==> src/rtl/astropix_spi_pkg.sv <==
// Shared types and constants for the AstroPix layer SPI responder.
// Imported by the responder top and its pin synchroniser.
package astropix_spi_pkg;

  localparam logic [7:0] IDLE_BYTE_DEFAULT = 8'hBC;
  localparam int MISO_BITS_PER_CLK = 2;

  typedef enum logic [1:0] {
    TX_IDLE,
    TX_FRAME,
    TX_ABORT
  } tx_state_t;

endpackage

==> src/rtl/astropix_spi_pin_sync.sv <==
// Multi-stage synchroniser for asynchronous SPI pins with
// one-cycle rise/fall strobes taken from the synchronised level.
module spi_pin_sync
  import astropix_spi_pkg::*;
#(
  parameter int WIDTH = 3,
  parameter int STAGES = 2,
  parameter logic [WIDTH-1:0] RST_VAL = '0
) (
  input  logic             clk,
  input  logic             rst,
  input  logic [WIDTH-1:0] pins,
  output logic [WIDTH-1:0] level,
  output logic [WIDTH-1:0] rise,
  output logic [WIDTH-1:0] fall
);

  logic [WIDTH-1:0] chain [STAGES];
  logic [WIDTH-1:0] prev;

  always_ff @(posedge clk) begin
    if (rst) begin
      for (int i = 0; i < STAGES; i++) begin
        chain[i] <= RST_VAL;
      end
      prev <= RST_VAL;
    end else begin
      chain[0] <= pins;
      for (int i = 1; i < STAGES; i++) begin
        chain[i] <= chain[i-1];
      end
      prev <= chain[STAGES-1];
    end
  end

  assign level = chain[STAGES-1];
  assign rise  = level & ~prev;
  assign fall  = ~level & prev;

endmodule

==> src/rtl/astropix_spi_responder.sv <==
// Sensor-layer SPI responder: AXIS frame bytes out on 2-bit MISO,
// MOSI bytes in on an AXIS master, oversampled on a single clock.
module astropix_spi_responder
  import astropix_spi_pkg::*;
#(
  parameter logic [7:0] IDLE_BYTE = IDLE_BYTE_DEFAULT,
  parameter bit         MSB_FIRST = 1'b0,
  parameter int         SYNC_STAGES = 2
) (
  input  logic       clk,
  input  logic       rst,
  input  logic       spi_clk,
  input  logic       spi_csn,
  input  logic       spi_mosi,
  output logic [1:0] spi_miso,
  output logic       interruptn,
  input  logic [7:0] s_axis_tdata,
  input  logic       s_axis_tlast,
  input  logic       s_axis_tvalid,
  output logic       s_axis_tready,
  output logic [7:0] m_axis_tdata,
  output logic       m_axis_tvalid,
  input  logic       m_axis_tready,
  output logic       stat_mosi_overflow,
  output logic       stat_frame_aborted
);

  localparam int SH = MISO_BITS_PER_CLK;

  logic [2:0] pin_lvl;
  logic [2:0] pin_rise;
  logic [2:0] pin_fall;

  // csn idles high so no phantom select is seen out of reset
  spi_pin_sync #(
    .WIDTH  (3),
    .STAGES (SYNC_STAGES),
    .RST_VAL(3'b010)
  ) u_sync (
    .clk  (clk),
    .rst  (rst),
    .pins ({spi_mosi, spi_csn, spi_clk}),
    .level(pin_lvl),
    .rise (pin_rise),
    .fall (pin_fall)
  );

  logic unused_edges;
  assign unused_edges = &{1'b0, pin_rise[2], pin_fall[2]};

  logic csn_low;
  logic clk_rise;
  logic clk_fall;
  logic csn_fall;
  logic csn_rise;
  logic mosi_bit;

  assign csn_low  = ~pin_lvl[1];
  assign clk_rise = pin_rise[0] & csn_low;
  assign clk_fall = pin_fall[0] & csn_low;
  assign csn_fall = pin_fall[1];
  assign csn_rise = pin_rise[1];
  assign mosi_bit = pin_lvl[2];

  logic [7:0] tx_sr;
  logic [7:0] tx_shift;
  logic [1:0] tx_cnt;
  logic       load;
  logic       pop;
  logic       abort;
  tx_state_t  state_q;
  tx_state_t  state_d;
  logic       resume_q;
  logic       resume_d;
  logic       frame_open;

  assign load  = csn_fall | (clk_fall & (tx_cnt == 2'd3));
  assign pop   = load & s_axis_tvalid & ~rst;
  assign abort = csn_rise &
                 ((state_q == TX_FRAME) | (tx_cnt != 2'd0));

  assign tx_shift = MSB_FIRST ?
                    {tx_sr[7-SH:0], {SH{1'b0}}} :
                    {{SH{1'b0}}, tx_sr[7:SH]};

  always_ff @(posedge clk) begin
    if (rst) begin
      tx_sr  <= '0;
      tx_cnt <= '0;
    end else if (load) begin
      tx_sr  <= pop ? s_axis_tdata : IDLE_BYTE;
      tx_cnt <= '0;
    end else if (clk_fall) begin
      tx_sr  <= tx_shift;
      tx_cnt <= tx_cnt + 2'd1;
    end else if (csn_rise) begin
      tx_cnt <= '0;
    end
  end

  always_ff @(posedge clk) begin
    if (rst) begin
      state_q  <= TX_IDLE;
      resume_q <= 1'b0;
    end else begin
      state_q  <= state_d;
      resume_q <= resume_d;
    end
  end

  always_comb begin
    state_d  = state_q;
    resume_d = resume_q;
    unique case (state_q)
      TX_IDLE: begin
        if (abort) begin
          state_d  = TX_ABORT;
          resume_d = 1'b0;
        end else if (pop && !s_axis_tlast) begin
          state_d = TX_FRAME;
        end
      end
      TX_FRAME: begin
        if (abort) begin
          state_d  = TX_ABORT;
          resume_d = 1'b1;
        end else if (pop && s_axis_tlast) begin
          state_d = TX_IDLE;
        end
      end
      TX_ABORT: begin
        state_d = resume_q ? TX_FRAME : TX_IDLE;
      end
      default: state_d = TX_IDLE;
    endcase
  end

  // an aborted mid-frame readout still counts as an open frame
  assign frame_open = (state_q == TX_FRAME) |
                      ((state_q == TX_ABORT) & resume_q);

  assign interruptn = rst | ~(s_axis_tvalid | frame_open);
  assign s_axis_tready = pop;
  assign stat_frame_aborted = (state_q == TX_ABORT);

  assign spi_miso = !csn_low ? 2'b00 :
                    MSB_FIRST ? tx_sr[7 -: SH] : tx_sr[SH-1:0];

  logic [7:0] rx_sr;
  logic [7:0] rx_byte;
  logic [2:0] rx_cnt;

  assign rx_byte = MSB_FIRST ? {rx_sr[6:0], mosi_bit} :
                               {mosi_bit, rx_sr[7:1]};

  always_ff @(posedge clk) begin
    if (rst) begin
      rx_sr              <= '0;
      rx_cnt             <= '0;
      m_axis_tdata       <= '0;
      m_axis_tvalid      <= 1'b0;
      stat_mosi_overflow <= 1'b0;
    end else begin
      stat_mosi_overflow <= 1'b0;
      if (m_axis_tvalid && m_axis_tready) begin
        m_axis_tvalid <= 1'b0;
      end
      if (!csn_low) begin
        rx_cnt <= '0;
      end else if (clk_rise) begin
        rx_sr  <= rx_byte;
        rx_cnt <= rx_cnt + 3'd1;
        if (rx_cnt == 3'd7) begin
          // a held, unaccepted byte wins over the newer one
          if (m_axis_tvalid && !m_axis_tready) begin
            stat_mosi_overflow <= 1'b1;
          end else begin
            m_axis_tdata  <= rx_byte;
            m_axis_tvalid <= 1'b1;
          end
        end
      end
    end
  end

endmodule

==> config.mk <==
export PLATFORM = sky130hd
export DESIGN_NAME = astropix_spi_responder
export DESIGN_NICKNAME = d
export VERILOG_FILES = /design/src/rtl/astropix_spi_pkg.sv /design/src/rtl/astropix_spi_pin_sync.sv /design/src/rtl/astropix_spi_responder.sv
export SDC_FILE = /design/constraint.sdc
export NUM_CORES = 1
export LEC_CHECK = 0
export CAP_MARGIN = 20
export CORE_ASPECT_RATIO = 1.75
export CORE_UTILIZATION = 57
export CTS_BUF_LIST = sky130_fd_sc_hd__clkbuf_4 sky130_fd_sc_hd__clkbuf_8
export CTS_CLUSTER_SIZE = 20
export DETAILED_ROUTE_END_ITERATION = 10
export MAX_ROUTING_LAYER = met4
export PLACE_DENSITY = 0.88
export SLEW_MARGIN = 15
export SYNTH_ARGS = -nofsm -noshare
export SYNTH_HDL_FRONTEND = slang
export SYNTH_SLANG_ARGS = --single-unit
export TNS_END_PERCENT = 50
==> constraint.sdc <==
create_clock -name clk -period 3.3 [get_ports clk]
set_input_delay 0.99 -clock clk [delete_from_list [all_inputs] [get_ports clk]]
set_output_delay 0.99 -clock clk [all_outputs]
set_load 0.02 [all_outputs]
; ---- Word level (Yosys, flattened, before mapping)
; Memory sizes are Yosys's and may differ from the RTL's.
; Cells that the tools add are included.
[totals]
ff_bits = 36
mem_bits_rw = 6
in_bits = 16
output_inout_bits = 15
word_cells = 89
mem_count = 1
[op_classes]
addsub = 2
eq_ne = 8
n_mux = 26
bitwise = 24
reduce_logical = 18
[memory_table]
columns = memory, words, word_bits, read_ports, rd_ports_with_merged_regs, wr, line
row1 = u_sync.chain, 2, 3, 2, 0, 2, astropix_spi_pin_sync.sv:18  ; logic [WIDTH-1:0] chain [STAGES];
[op_table]
columns = cell, count
row1 = 8-bit two-way mux, 3
row2 = 2-bit two-way mux, 7
row3 = 1-bit two-way mux, 12
row4 = 2-bit nonzero test, 4
row5 = 1-bit bitwise AND, 7
row6 = 1-bit bitwise OR, 7
row7 = 3-bit two-way mux, 2
row8 = 1-bit NOT, 6
row9 = 2-bit one-hot mux with 3 select lines, 1
row10 = 2-bit bitwise AND, 2
row11 = 2-bit equality test (second input constant), 2
row12 = 1-bit logical AND, 4
row13 = 2-bit inequality test (second input constant), 2
row14 = 2-bit NOT, 2
row15 = 2-bit AND reduction, 2
row16 = 4-bit AND reduction, 1
row17 = 2-bit OR reduction, 2
row18 = 4-bit OR reduction, 1
row19 = 3-bit by 1-bit adder with 3-bit output (second input constant), 1
row20 = 3-bit equality test (second input constant), 1
row21 = 3-bit by 2-bit inequality test with 1-bit output (second input constant), 1
row22 = 3-bit inequality test (second input constant), 1
row23 = 3-bit AND reduction, 1
row24 = 2-bit by 1-bit adder with 2-bit output (second input constant), 1
row25 = 4 further kinds, 5

; ---- Longest topological paths before layout
; An unclocked memory read counts as a cell.
[logic_depth]
word_depth = 12
mapped_depth = 5

; ---- By module
; From an unflattened synthesis, not the netlist that was laid out.
[unflattened]
hier_cells = 180
area_unflattened_um2 = 1744.2
[modules_own_cells]
columns = mod, n_inst, cells_each, area_per_inst_um2, seq_area_each_um2
row1 = astropix_spi_responder, 1, 153, 1447.6, 660.6
row2 = spi_pin_sync, 1, 27, 296.5, 180.2

; ---- Worst setup path before layout
; OpenSTA, ideal clock, no wires.
[synth_timing]
path_type = in2out
from = input rst
to = output s_axis_tready
arrival_time_ps = 1695
required_time_ps = 2310
slack_ps = 615
cell_stages = 3
cell_sequence = or3b_1 > buf_2 > a21oi_4
[synth_between]
elab_chain_cells = 2
[synth_lines]
columns = element, line
row1 = from (decl), astropix_spi_responder.sv:11  ; input logic rst,
row2 = 1-bit NOT, astropix_spi_responder.sv:78  ; assign pop = load & s_axis_tvalid & ~rst;
row3 = 1-bit bitwise AND, astropix_spi_responder.sv:78
row4 = to (decl), astropix_spi_responder.sv:20  ; output logic s_axis_tready,
; No other way between the ends.

; ---- Worst setup path in the final report
[layout_timing]
from = input s_axis_tvalid
to = output s_axis_tready
[layout_between]
elab_chain_cells = 2
[layout_lines]
columns = element, line
row1 = from (decl), astropix_spi_responder.sv:19  ; input logic s_axis_tvalid,
row2 = 1-bit bitwise AND (2 in a row), astropix_spi_responder.sv:78
; No other way between the ends.

==> run metrics <==
status=complete, no violations; CP peak stage delay=0.48 ns; Ports=31; first-pass GRT wire length=around 5.7 mm; # H-tree levels=2; flop2flop setup slack=1.66 ns; fin worst setup slack=between 0.1 and 0.15 ns; setup TNS=0 ns; initial antenna violation count=0; port bufs=30; CP arrival=between 2 and 2.5 ns; Setup Skew=about 0.005 ns; worst-path fanout max=2; r2r endpoint=tx_sr[0]; worst reg2reg path startpoint=u_sync.chain[0][4]; RSZ-0062 raised after global routing=false; clock latency on the worst-skew pair=0.29 ns; Synth Area per Inst=a little under 10 um2; area of the multi-input gates=between 700 and 800 um2; vias in the first global route=between 1,000 and 1,500; DR WL/cell=~14 um; CTS sink count=41; die height=73.1 um; grt met3 use=0.0594; Die W=42.6 um; core area=between 2000 and 3000 um2; Worst-path clk slew=about 0.070 ns; most common cell after layout, fill and taps aside=dfxtp_1; worst slew pin tran=0.582 ns; CTS max path bufs=2; Slew Limit Fails=0; switch share=0.223; Final setup viols=0; Seq/Total Area, Yosys=0.498; Worst Hold Class=flop to flop; most used routing layer=met2; peak supply drop=around 0.38 mV; endpoint class of the critical path=primary output; GRT Total Usage=0.251; CTS tree=built; cell area power density=roughly 430 nW/um2; Layout Nets=226; largest net degree at the start of global routing=39; Power, Total=slightly below 0.9 mW; Placed Cells=226; Storage cell area=between 800 and 900 um2; Detail Placement HPWL=about 2.3 mm; Starting Density=0.606; first-pass iteration count of the detailed router=4; post-route DRC violation count=0; critical path cell sequence=clkdlybuf4s50_1 -> or3b_4 -> a21oi_4 -> buf_2; CP Launch Type=input port; sequential group share of total power=0.576; RePlAce Congestion=between 0.8 and 0.9; final wirelength=between 3 and 4 mm; slowest CP cell=clkdlybuf4s50_1; Net Count, Synth=191; final hold vios=0; met2 Use GR=0.441; clock power share=0.362; synth unique cells=34; Hold Startpoint=u_sync.chain[0][1]; Max-cap violations=0; Tmin final=3.16 ns; Syn-to-layout area delta=26.0%; cell area after synthesis=about 1600 um2; gr ovfl total=0; CTS Hold Buffers Added=0; Comb pwr share=0.062; required time of the critical path=2.31 ns; Starting DRT DRC Count=47; Inserted Clock Buffers=5; Power Internal=between 0.6 and 0.7 mW; Row Count=25; die area=3120 um2; layout cells sized above 1=0.106; # Post-CTS Setup Buffers=0; Diodes inserted=0; fin cells=234; worst hold endpoint=u_sync.chain[0][4]; Ys Warns=0; most frequent cells in the layout=dfxtp_1 (41), nor2_1 (28), clkdlybuf4s50_1 (28); Clock Tree Root=clkbuf_8; pre-CTS WS=-0.323 ns; Syn Inst Count=approximately 170; Vias=about 1,300; fill count=between 150 and 200; global routing usage on met1=0.234; Net Switching=a little under 0.2 mW; relative slew slack=0.609; kind of critical path=input port to primary output; Lkg Pwr=0.822 nW; period utilisation layout=0.958; post-DR vias/cell=roughly 5.7; synthesized flop and latch total=41; ANT nets after route=0; Worst R2R Path Depth=5; f_max=316 MHz; Hold Path Cell Cnt=1
-- power groups by stage --
| stage | registers [mW] | clock network (mW) | logic (mW) |
|---|---|---|---|
| after global placement | 0.521 | 0 | 0.0533 |
| after CTS | 0.510 | 0.328 | 0.0557 |
| after global routing | 0.511 | 0.344 | 0.0605 |
| after floorplan | 0.519 | 0 | 0.0288 |
| after detailed placement | 0.521 | 0 | 0.0554 |
| final | 0.510 | 0.321 | 0.0554 |
-- worst max path at each step --
stage	start	cells past startpoint	to	slack (ns)
final	s_axis_tvalid	4	s_axis_tready	0.14
after global routing	s_axis_tvalid	4	s_axis_tready	0.09
after CTS	s_axis_tvalid	4	s_axis_tready	0.01
after detailed placement	s_axis_tvalid	4	s_axis_tready	-0.32
after global placement	s_axis_tvalid	4	s_axis_tready	-0.29
after floorplan	rst	3	s_axis_tready	0.62
-- logic make-up after synthesis --
kind of cell               after synthesis  share of synthesized area
xor gates and xnor gates                 1                    0.00532
buffers and inverters                   18                     0.0433
and+or+nand+nor                         59                      0.189
DFF                                     41                      0.498
adders and majority gates                4                     0.0304
AOI/OAI and AO/OA                       31                      0.131
muxes                                   17                      0.103
-- worst max-delay path: cells and delay by family --
family          cells  cell delay, ns
buf+inv             2            0.66
compound gates      1            0.12
simple gates        1            0.40
-- cell usage after synthesis --
cell type	n	share of area
dfxtp_1	41	0.50
nor2_1	28	0.064
mux2i_1	17	0.10
inv_1	10	0.023
nor2b_1	7	0.027
nand2_1	6	0.014
a22oi_1	5	0.023
clkbuf_1	5	0.011
o21ai_0	5	0.015
o22ai_1	5	0.019
a21oi_1	4	0.012
ha_1	4	0.030
a211oi_1	3	0.014
buf_2	3	0.0091
a21o_1	2	0.0091
a221oi_1	2	0.011
nand2b_1	2	0.0076
nand3b_1	2	0.0091
nor3_1	2	0.0061
nor3b_1	2	0.0091
nor4b_2	2	0.018
or2_2	2	0.0076
a2111oi_0	1	0.0053
a21oi_4	1	0.0099
a32oi_1	1	0.0053
and2b_1	1	0.0046
nand3_2	1	0.0061
nor4_1	1	0.0038
o21ai_1	1	0.0030
o31ai_1	1	0.0046
or2_1	1	0.0038
or3_1	1	0.0038
or3b_1	1	0.0053
xnor2_1	1	0.0053
-- layout make-up --
| type | count | share of cell area |
|---|---|---|
| clock buffers | 6 | 0.0368 |
| flip-flops and latches | 41 | 0.395 |
| repair buffers | 36 | 0.163 |
| clock inverters | 2 | 0.00482 |
| well taps | 27 | 0.0163 |
| inverters | 10 | 0.0181 |
| multi-input cells | 112 | 0.365 |
-- registers in the layout, summed over array words and instances, names as in the netlist, 2 cells and up --
name          cells
tx_cnt            2
u_sync.prev       2
tx_sr             8
u_sync.chain      6
rx_sr             7
m_axis_tdata      8
rx_cnt            3
state_q           2
-- per-stage QoR --
| step | utilization | hold slack, ns | cell area [um2] |
|---|---|---|---|
| 3_5_place_dp | 0.732 | 0.393 | 1990 |
| 2_1_floorplan | - | 0.389 | 1650 |
| 4_1_cts | 0.764 | 0.415 | 2080 |
| 5_1_grt | 0.763 | 0.437 | 2080 |
| 6_report | 0.763 | 0.413 | 2080 |
| 3_3_place_gp | 0.732 | 0.395 | 1990 |
-- metal layers --
metal / up-vias / wire length (um) / part of all wire
li1: 658 / - / -
met1: 615 / 1250 / 0.38
met2: 40 / 1820 / 0.55
met3: 11 / 123 / 0.037
met4: 0 / 124 / 0.037
met5: - / 0 / 0
-- what timing repair did --
item,CTS,global route
gates cloned,0,0
setup endpoints to repair,2,1
gates resized for setup,4,2
(Power assumes the default switching activity.)
